### src/rtl/word_demux_dispatch.sv
// Word-to-byte demux feeding the caesar/scytale/zigzag decryption channels.
// Optional feature: define DROP_COUNT_EN to build the dropped-word counter.
module word_demux_dispatch #(
  parameter int DATA_W    = 8,
  parameter int NUM_BYTES = 4,
  parameter int NUM_CH    = 3,
  parameter int SEL_W     = 2
) (
  input  logic                        clk,
  input  logic                        rst,
  input  logic [DATA_W*NUM_BYTES-1:0] data_i,
  input  logic                        valid_i,
  input  logic [SEL_W-1:0]            select_i,
  output logic                        ready_o,
  input  logic [NUM_CH-1:0]           busy_i,
  output logic [DATA_W-1:0]           data_o,
  output logic [NUM_CH-1:0]           valid_o,
  output logic [7:0]                  drop_cnt_o
);

  localparam int WORD_W = DATA_W * NUM_BYTES;
  localparam int IDX_W  =
    (NUM_BYTES > 1) ? $clog2(NUM_BYTES) : 1;

  typedef enum logic {
    IDLE,
    SEND
  } state_t;

  state_t              state_q, state_d;
  logic [IDX_W-1:0]    idx_q, idx_d;
  logic [WORD_W-1:0]   word_q, word_d;
  logic [SEL_W-1:0]    sel_q, sel_d;
  logic [DATA_W-1:0]   data_q, data_d;
  logic [NUM_CH-1:0]   valid_q, valid_d;

  logic [NUM_CH-1:0]   sel_oh;
  logic [DATA_W-1:0]   cur_byte;
  logic                busy_sel;
  logic                last;
  logic                accept;
  logic                sel_ok;

  always_comb begin
    sel_oh = '0;
    for (int k = 0; k < NUM_CH; k++) begin
      sel_oh[k] = (sel_q == SEL_W'(k));
    end
  end

  // Byte 0 is the most significant slice of the word.
  always_comb begin
    cur_byte = '0;
    for (int k = 0; k < NUM_BYTES; k++) begin
      if (idx_q == IDX_W'(k)) begin
        cur_byte = word_q[WORD_W-1-k*DATA_W -: DATA_W];
      end
    end
  end

  assign busy_sel = |(busy_i & sel_oh);
  assign last     = (idx_q == IDX_W'(NUM_BYTES - 1));
  assign sel_ok   =
    ({1'b0, select_i} < (SEL_W + 1)'(NUM_CH));

  assign ready_o = (state_q == IDLE) ||
                   ((state_q == SEND) && last && !busy_sel);
  assign accept  = valid_i && ready_o;

  always_comb begin
    state_d = state_q;
    idx_d   = idx_q;
    word_d  = word_q;
    sel_d   = sel_q;
    data_d  = data_q;
    valid_d = '0;
    unique case (state_q)
      IDLE: begin
        state_d = IDLE;
      end
      SEND: begin
        if (!busy_sel) begin
          data_d  = cur_byte;
          valid_d = sel_oh;
          idx_d   = idx_q + IDX_W'(1);
          if (last) begin
            state_d = IDLE;
            idx_d   = '0;
          end
        end
      end
      default: state_d = IDLE;
    endcase
    // A new word may land on the last-byte edge, giving no bubble.
    if (accept) begin
      word_d = data_i;
      sel_d  = select_i;
      idx_d  = '0;
      state_d = sel_ok ? SEND : IDLE;
    end
  end

  always_ff @(posedge clk or posedge rst) begin
    if (rst) begin
      state_q <= IDLE;
      idx_q   <= '0;
      word_q  <= '0;
      sel_q   <= '0;
      data_q  <= '0;
      valid_q <= '0;
    end else begin
      state_q <= state_d;
      idx_q   <= idx_d;
      word_q  <= word_d;
      sel_q   <= sel_d;
      data_q  <= data_d;
      valid_q <= valid_d;
    end
  end

  assign data_o  = data_q;
  assign valid_o = valid_q;

`ifdef DROP_COUNT_EN
  logic [7:0] drop_q;
  logic       drop;

  assign drop = accept && !sel_ok;

  always_ff @(posedge clk or posedge rst) begin
    if (rst) begin
      drop_q <= '0;
    end else if (drop && (drop_q != 8'hFF)) begin
      drop_q <= drop_q + 8'd1;
    end
  end

  assign drop_cnt_o = drop_q;
`else
  assign drop_cnt_o = '0;
`endif

endmodule

### config.mk
export PLATFORM = sky130hd
export DESIGN_NAME = word_demux_dispatch
export DESIGN_NICKNAME = d
export VERILOG_FILES = /design/src/rtl/word_demux_dispatch.sv
export SDC_FILE = /design/constraint.sdc
export NUM_CORES = 1
export LEC_CHECK = 0
export CAP_MARGIN = 10
export CELL_PAD_IN_SITES_DETAIL_PLACEMENT = 1
export CELL_PAD_IN_SITES_GLOBAL_PLACEMENT = 2
export CORE_MARGIN = 1
export CORE_UTILIZATION = 30
export CTS_BUF_LIST = sky130_fd_sc_hd__clkbuf_8
export DETAILED_ROUTE_END_ITERATION = 6
export GPL_TIMING_DRIVEN = 0
export PLACE_DENSITY = 0.81
export SYNTH_ARGS = -nofsm -noshare
export SYNTH_HDL_FRONTEND = slang
export SYNTH_SLANG_ARGS = --single-unit
### constraint.sdc
create_clock -name clk -period 1.6 [get_ports clk]
set_input_delay 0.24 -clock clk [delete_from_list [all_inputs] [get_ports clk]]
set_output_delay 0.24 -clock clk [all_outputs]
set_load 0.05 [all_outputs]
# [Word level (Yosys, flattened, before mapping)]
# Index checks and enable logic that the tools add are counted.
[totals] regBits=48 elab_cells=43 output_inout_bits=20
[op_classes] mux=15 eq_ne=6 n_reduce_logical=11 n_lt_le_gt_ge=1 n_addsub=1 bitwise_logic=3
[ops] cell="8-bit two-way mux" n=4
[ops] cell="2-bit two-way mux" n=4
[ops] cell="2-bit == test, second input constant" n=3
[ops] cell="3-bit two-way mux" n=2
[ops] cell="2-bit by 1-bit == test with 1-bit output, second input constant" n=2
[ops] cell="2-bit logical NOT" n=2
[ops] cell="1-bit two-way mux" n=4
[ops] cell="2-bit AND reduction" n=2
[ops] cell="3-bit bitwise AND" n=1
[ops] cell="1-bit logical AND" n=3
[ops] cell="3-bit OR reduction" n=1
[ops] cell="2-bit by 1-bit adder with 2-bit output, second input constant" n=1
[ops] cell="2-bit less-than comparator, second input constant" n=1
[ops] cell="2-bit by 1-bit != test with 1-bit output, second input constant" n=1
[ops] cell="1-bit NOT" n=2
[ops] cell="1-bit case mux with 2 select lines" n=1
[ops] cell="2-bit nonzero test" n=1
[ops] cell="1-bit logical NOT" n=1
[ops] cell="1-bit logical OR" n=1

# [Longest topological paths before layout]
[depth] word_depth=9 ltp_mapped=7

# [Least setup slack after synthesis]
# Ideal clock, no wire load.
[synth_timing] path_type="register -> register" startpoint="reg sel_q[1]" endpoint="reg sel_q[0]" setup_slack_ns=-0.103 t_arrival_ns=1.578 setup_ns=0.125 t_required_ns=1.475 synth_period_minus_slack_ns=1.703 n_path_buf=2 path_stages_with_launch=6 path_cell_list="dfrtp_1 clkbuf_1 o311a_4 nand2_8 buf_12 mux2_4"
[synth_between] elab_chain_len=7 elab_cells_between_ends=9 classes_between="eq/ne: 2; bitwise: 1; reduce/logical: 6"
[synth_lines] item="start: declaration" line_no="33" source="logic [SEL_W-1:0] sel_q, sel_d;"
[synth_lines] item="start signal: assignment" line_no="115" source="sel_q <= sel_d;"
[synth_lines] item="2-bit by 1-bit == test with 1-bit output, or another cell as far along" line_no="47" source="sel_oh[k] = (sel_q == SEL_W'(k));"
[synth_lines] item="3-bit bitwise AND (*)" line_no="61" source="assign busy_sel = |(busy_i & sel_oh);"
[synth_lines] item="3-bit OR reduction (*)" line_no="61"
[synth_lines] item="1-bit logical NOT (*)"
[synth_lines] item="1-bit logical AND (*)" line_no="67" source="((state_q == SEND) && last && !busy_sel);"
[synth_lines] item="1-bit logical OR (*)" line_no="66" source="assign ready_o = (state_q == IDLE) ||"
[synth_lines] item="named net ready_o" line_no="14" source="output logic ready_o,"
[synth_lines] item="1-bit logical AND (*)" line_no="68" source="assign accept = valid_i && ready_o;"
# The timed path passes the listed nets; every way through them passes the cells marked *.
# A chain may end at the register's enable or synchronous reset.

# [Worst setup path after layout]
[layout_timing] startpoint="reg sel_q[0]" endpoint="reg word_q[13]"
[layout_between] elab_chain_len=7 elab_cells_between_ends=9 classes_between="eq/ne: 2; bitwise: 1; reduce/logical: 6"
[layout_lines] item="2-bit by 1-bit == test with 1-bit output, or another cell as far along" line_no="47"
[layout_lines] item="3-bit bitwise AND (*)" line_no="61"
[layout_lines] item="3-bit OR reduction (*)" line_no="61"
[layout_lines] item="1-bit logical NOT (*)"
[layout_lines] item="1-bit logical AND (*)" line_no="67"
[layout_lines] item="1-bit logical OR (*)" line_no="66"
[layout_lines] item="1-bit logical AND (*)" line_no="68"
[layout_lines] item="end signal: assignment" line_no="114" source="word_q <= word_d;"
[layout_lines] item="end: declaration" line_no="32" source="logic [WORD_W-1:0] word_q, word_d;"
# Mark *: on every way between the ends. The rest lies on a longest branch, timed or not.

==> out/qor.csv <==
stage;metric;value;unit
grt;antenna violations before repair;0;
grt;largest net degree at the start of global routing;26;
floorplanning;die extent in x;91.6;um
yosys;Seq cells post-synth;48;
yosys;cell area after synthesis;2410;sq um
setup_path;crit path max fanout;10;
pwr;Power Internal;4280;uW
routing;drt pass-1 iters;4;
routing;Residual DRC;0;
yosys;post-synthesis sequential area ratio;49.9;%
pwr;leak pwr;0.00165;uW
job;max-cap viol count;0;
routing;final WL;5.82;mm
hold_path;Hold/Removal Path Class;primary input to async pin;
yosys;Yosys cell types;32;
layout;fin nets;315;
timing;Tmin final;1.71;ns
floorplanning;core area;7730;sq um
timing;RSZ-0062 raised after global routing;true;
clock_network;worst-skew pair later-pin latency;0.30;ns
layout;final non-filler cell area;3470;sq um
clock_network;Worst-path clk slew;0.09;ns
timing;fmax;585;MHz
floorplanning;Vert. Die Dim;91.6;um
floorplanning;total I/O pin count;60;
place;RePlAce Congestion;0.707;
setup_path;CP delay by family, top;multiplexers;
setup_path;critical path class;flop to flop;
clock_network;Clock Tree Buf Depth;2;
routing;via count;1694;
setup_path;crit path launch type;flop;
routing;Antenna Nets Post-Route;0;
setup_path;CP max-delay cell;dfrtp_2;
clock_network;TritonCTS clock tree;yes;
grt;first-pass GRT wire length;9.34;mm
setup_path;worst-path cell chain;mux2i_2 > o311a_4 > nand2_8 > buf_12 > mux2_4;
setup_path;worst reg2reg path endpoint;word_q[13];
timing;Slew HR;63.6;%
yosys;Yosys warnings;0;
timing;Final Skew;0.00711;ns
place;number of port buffers;51;
timing;WHS;0.298;ns
clock_network;htree depth;2;
setup_path;max incr delay on CP;0.43;ns
place;dpl cell area;3160;sq um
layout;post-layout util;44.9;%
routing;WL/cell;15.6;um
pwr;P per Cell Area;2050;nW/um^2
floorplanning;initial core utilization;31.2;%
layout;share of cells above drive strength 1;34.7;%
pwr;sequential power share;31.6;%
grt;vias in the first global route;1773;
pwr;net switching power;2840;uW
place;post-DP HPWL;4.02;mm
pwr;Logic pwr share;57.8;%
setup_path;CP endpoint kind;flop;
timing;Fin. Hold Viols;0;
clock_network;Root Driver;clkbuf_8;
setup_path;r2r setup slk;-0.11;ns
floorplanning;die area;8390;sq um
timing;number of setup violations in the final report;34;
clock_network;clk sink count;48;
routing;Avg Vias per Cell;4.54;
timing;Period Utilization, post-route;107;%
timing;worst-margin pin slew;0.545;ns
setup_path;Worst Reg2Reg Path Length in Cells;5;
grt;total track usage;14.6;%
routing;DRT iter0 DRCs;53;
setup_path;reg-to-reg startpoint;sel_q[0];
timing;final count of pins violating max slew;0;
timing;PnR worst setup slack;-0.109;ns
yosys;syn avg cell area;12.3;sq um
layout;Layout area overhead;44.2;%
status;failing checks;negative setup slack;
layout;FILL cells;836;
grt;grt ovf;0;
yosys;Synth Instances;195;
pwr;Clock Power Share;10.7;%
clock_network;CTS buffer count;5;
setup_path;Worst EP required;1.79;ns
setup_path;Arr. time, crit path;1.90;ns
setup_path;crit path buf inv count;1;
floorplanning;# rows;32;
status;outcome;complete, but fails checks;
pwr;Max IR drop VDD;1.27;mV
layout;# diodes;0;
pwr;Net Sw Frac;39.9;%
power groups by stage:
stage	clock, uW	sequential, uW	combinational, uW
5_1_grt	826	2320	4440
3_3_place_gp	0	2240	3520
4_1_cts	783	2230	3870
6_report	759	2250	4120
3_5_place_dp	0	2250	3610
2_1_floorplan	0	2510	2410
registers in the layout, summed over array words and instances, names as in the netlist:
| name | cells |
|---|---|
| state_q | 1 |
| valid_o | 3 |
| word_q | 32 |
| idx_q | 2 |
| sel_q | 2 |
| data_o | 8 |
worst register-to-register path: cells and delay by family, from the launching register on:
family | cells | cell delay (ns)
AOI/OAI and AO/OA | 1 | 0.37
DFF | 1 | 0.43
and+or+nand+nor | 1 | 0.15
muxes | 2 | 0.49
buffers and inverters | 1 | 0.17
how the worst max path moves through the flow:
stage | slack, ns | depth (start not counted) | end | start
after floorplan | -0.1 | 5 | sel_q[0] | sel_q[0]
after CTS | -0.12 | 4 | ready_o | idx_q[0]
final | -0.11 | 5 | word_q[13] | sel_q[0]
after global routing | -0.14 | 5 | word_q[15] | sel_q[0]
after detailed placement | -0.66 | 4 | ready_o | busy_i[1]
after global placement | -0.75 | 2 | sel_q[0] | rst
stage by stage:
stage / setup TNS (ns) / std cells / power, uW / setup slack [ns]
after floorplan: -2.92 / 202 / 4920 / -0.0969
after detailed placement: -13.42 / 356 / 5860 / -0.655
after global routing: -3.86 / 373 / 7580 / -0.140
final: -2.74 / 373 / 7130 / -0.109
after CTS: -2.37 / 368 / 6880 / -0.118
after global placement: -47.94 / 355 / 5760 / -0.747
per-layer routing:
layer / part of all wire [%] / global-route usage (%) / vias to the layer above
met5: 0 / 0 / -
met1: 46 / 19.7 / 837
met4: 0.43 / 3.17 / 0
li1: - / - / 808
met3: 4.8 / 3.35 / 5
met2: 49 / 23.9 / 44
cell families (layout without fill, tap and decap cells):
| group | Yosys count | in the layout | share of synthesized area (%) |
|---|---|---|---|
| muxes | 36 | 36 | 21.4 |
| adders and majority gates | 4 | 4 | 2.08 |
| and+or+nand+nor | 34 | 34 | 7.02 |
| other | 1 | 8 | 0.156 |
| AOI/OAI and AO/OA | 40 | 40 | 11.2 |
| DFF | 48 | 48 | 49.9 |
| buffers and inverters | 32 | 101 | 8.32 |
synth_stat cells, drive strengths merged:
| cell type | n | area [sq um] |
|---|---|---|
| conb | 1 | 3.75 |
| nand2b | 1 | 6.26 |
| o31ai | 8 | 60.1 |
| a32o | 1 | 10.0 |
| mux2 | 33 | 484 |
| nor2 | 7 | 26.3 |
| nor3 | 2 | 10.0 |
| or3 | 1 | 6.26 |
| clkbuf | 6 | 22.5 |
| nor3b | 1 | 7.51 |
| nand4b | 1 | 8.76 |
| o311a | 1 | 21.3 |
| a21boi | 1 | 7.51 |
| mux2i | 3 | 30.0 |
| dfrtp | 48 | 1200 |
| nand3b | 1 | 7.51 |
| inv | 13 | 48.8 |
| a21oi | 17 | 85.1 |
| buf | 13 | 129 |
| ha | 4 | 50.1 |
| or2 | 1 | 6.26 |
| a211oi | 6 | 45.0 |
| o211ai | 1 | 7.51 |
| nor2b | 1 | 6.26 |
| a221oi | 2 | 17.5 |
| o21ai | 3 | 15.0 |
| nand2 | 18 | 83.8 |
area by class of cell:
class / instances / area [sq um] / area share [%]
Tap cell: 102 / 128 / 3.68
Sequential cell: 48 / 1200 / 34.7
Multi-Input combinational cell: 122 / 1160 / 33.5
Clock buffer: 6 / 82.6 / 2.38
Inverter: 13 / 51.3 / 1.48
Buffer: 16 / 170 / 4.90
Clock inverter: 1 / 8.76 / 0.252
Timing Repair Buffer: 65 / 664 / 19.1
layout by cell type (no fill, tap or decap), types with 7 or more instances in the layout:
cell type and instances:
buf_4 19, nand2_1 17, o31ai_1 8, clkdlybuf4s50_1 39, dfrtp_1 46, nor2_1 7
conb_1 8, inv_1 10, dlygate4sd2_1 11, a21oi_1 17, mux2_4 30
what timing repair did:
action | in CTS | in global routing
buffers inserted | 7 | 5
endpoints found under the setup margin | 56 | 44
gates resized for setup | 35 | 14
pin swaps | 5 | 5
hold buffers | 0 | 0
cloned | 1 | 1
Power figures use the tool's default switching activity.
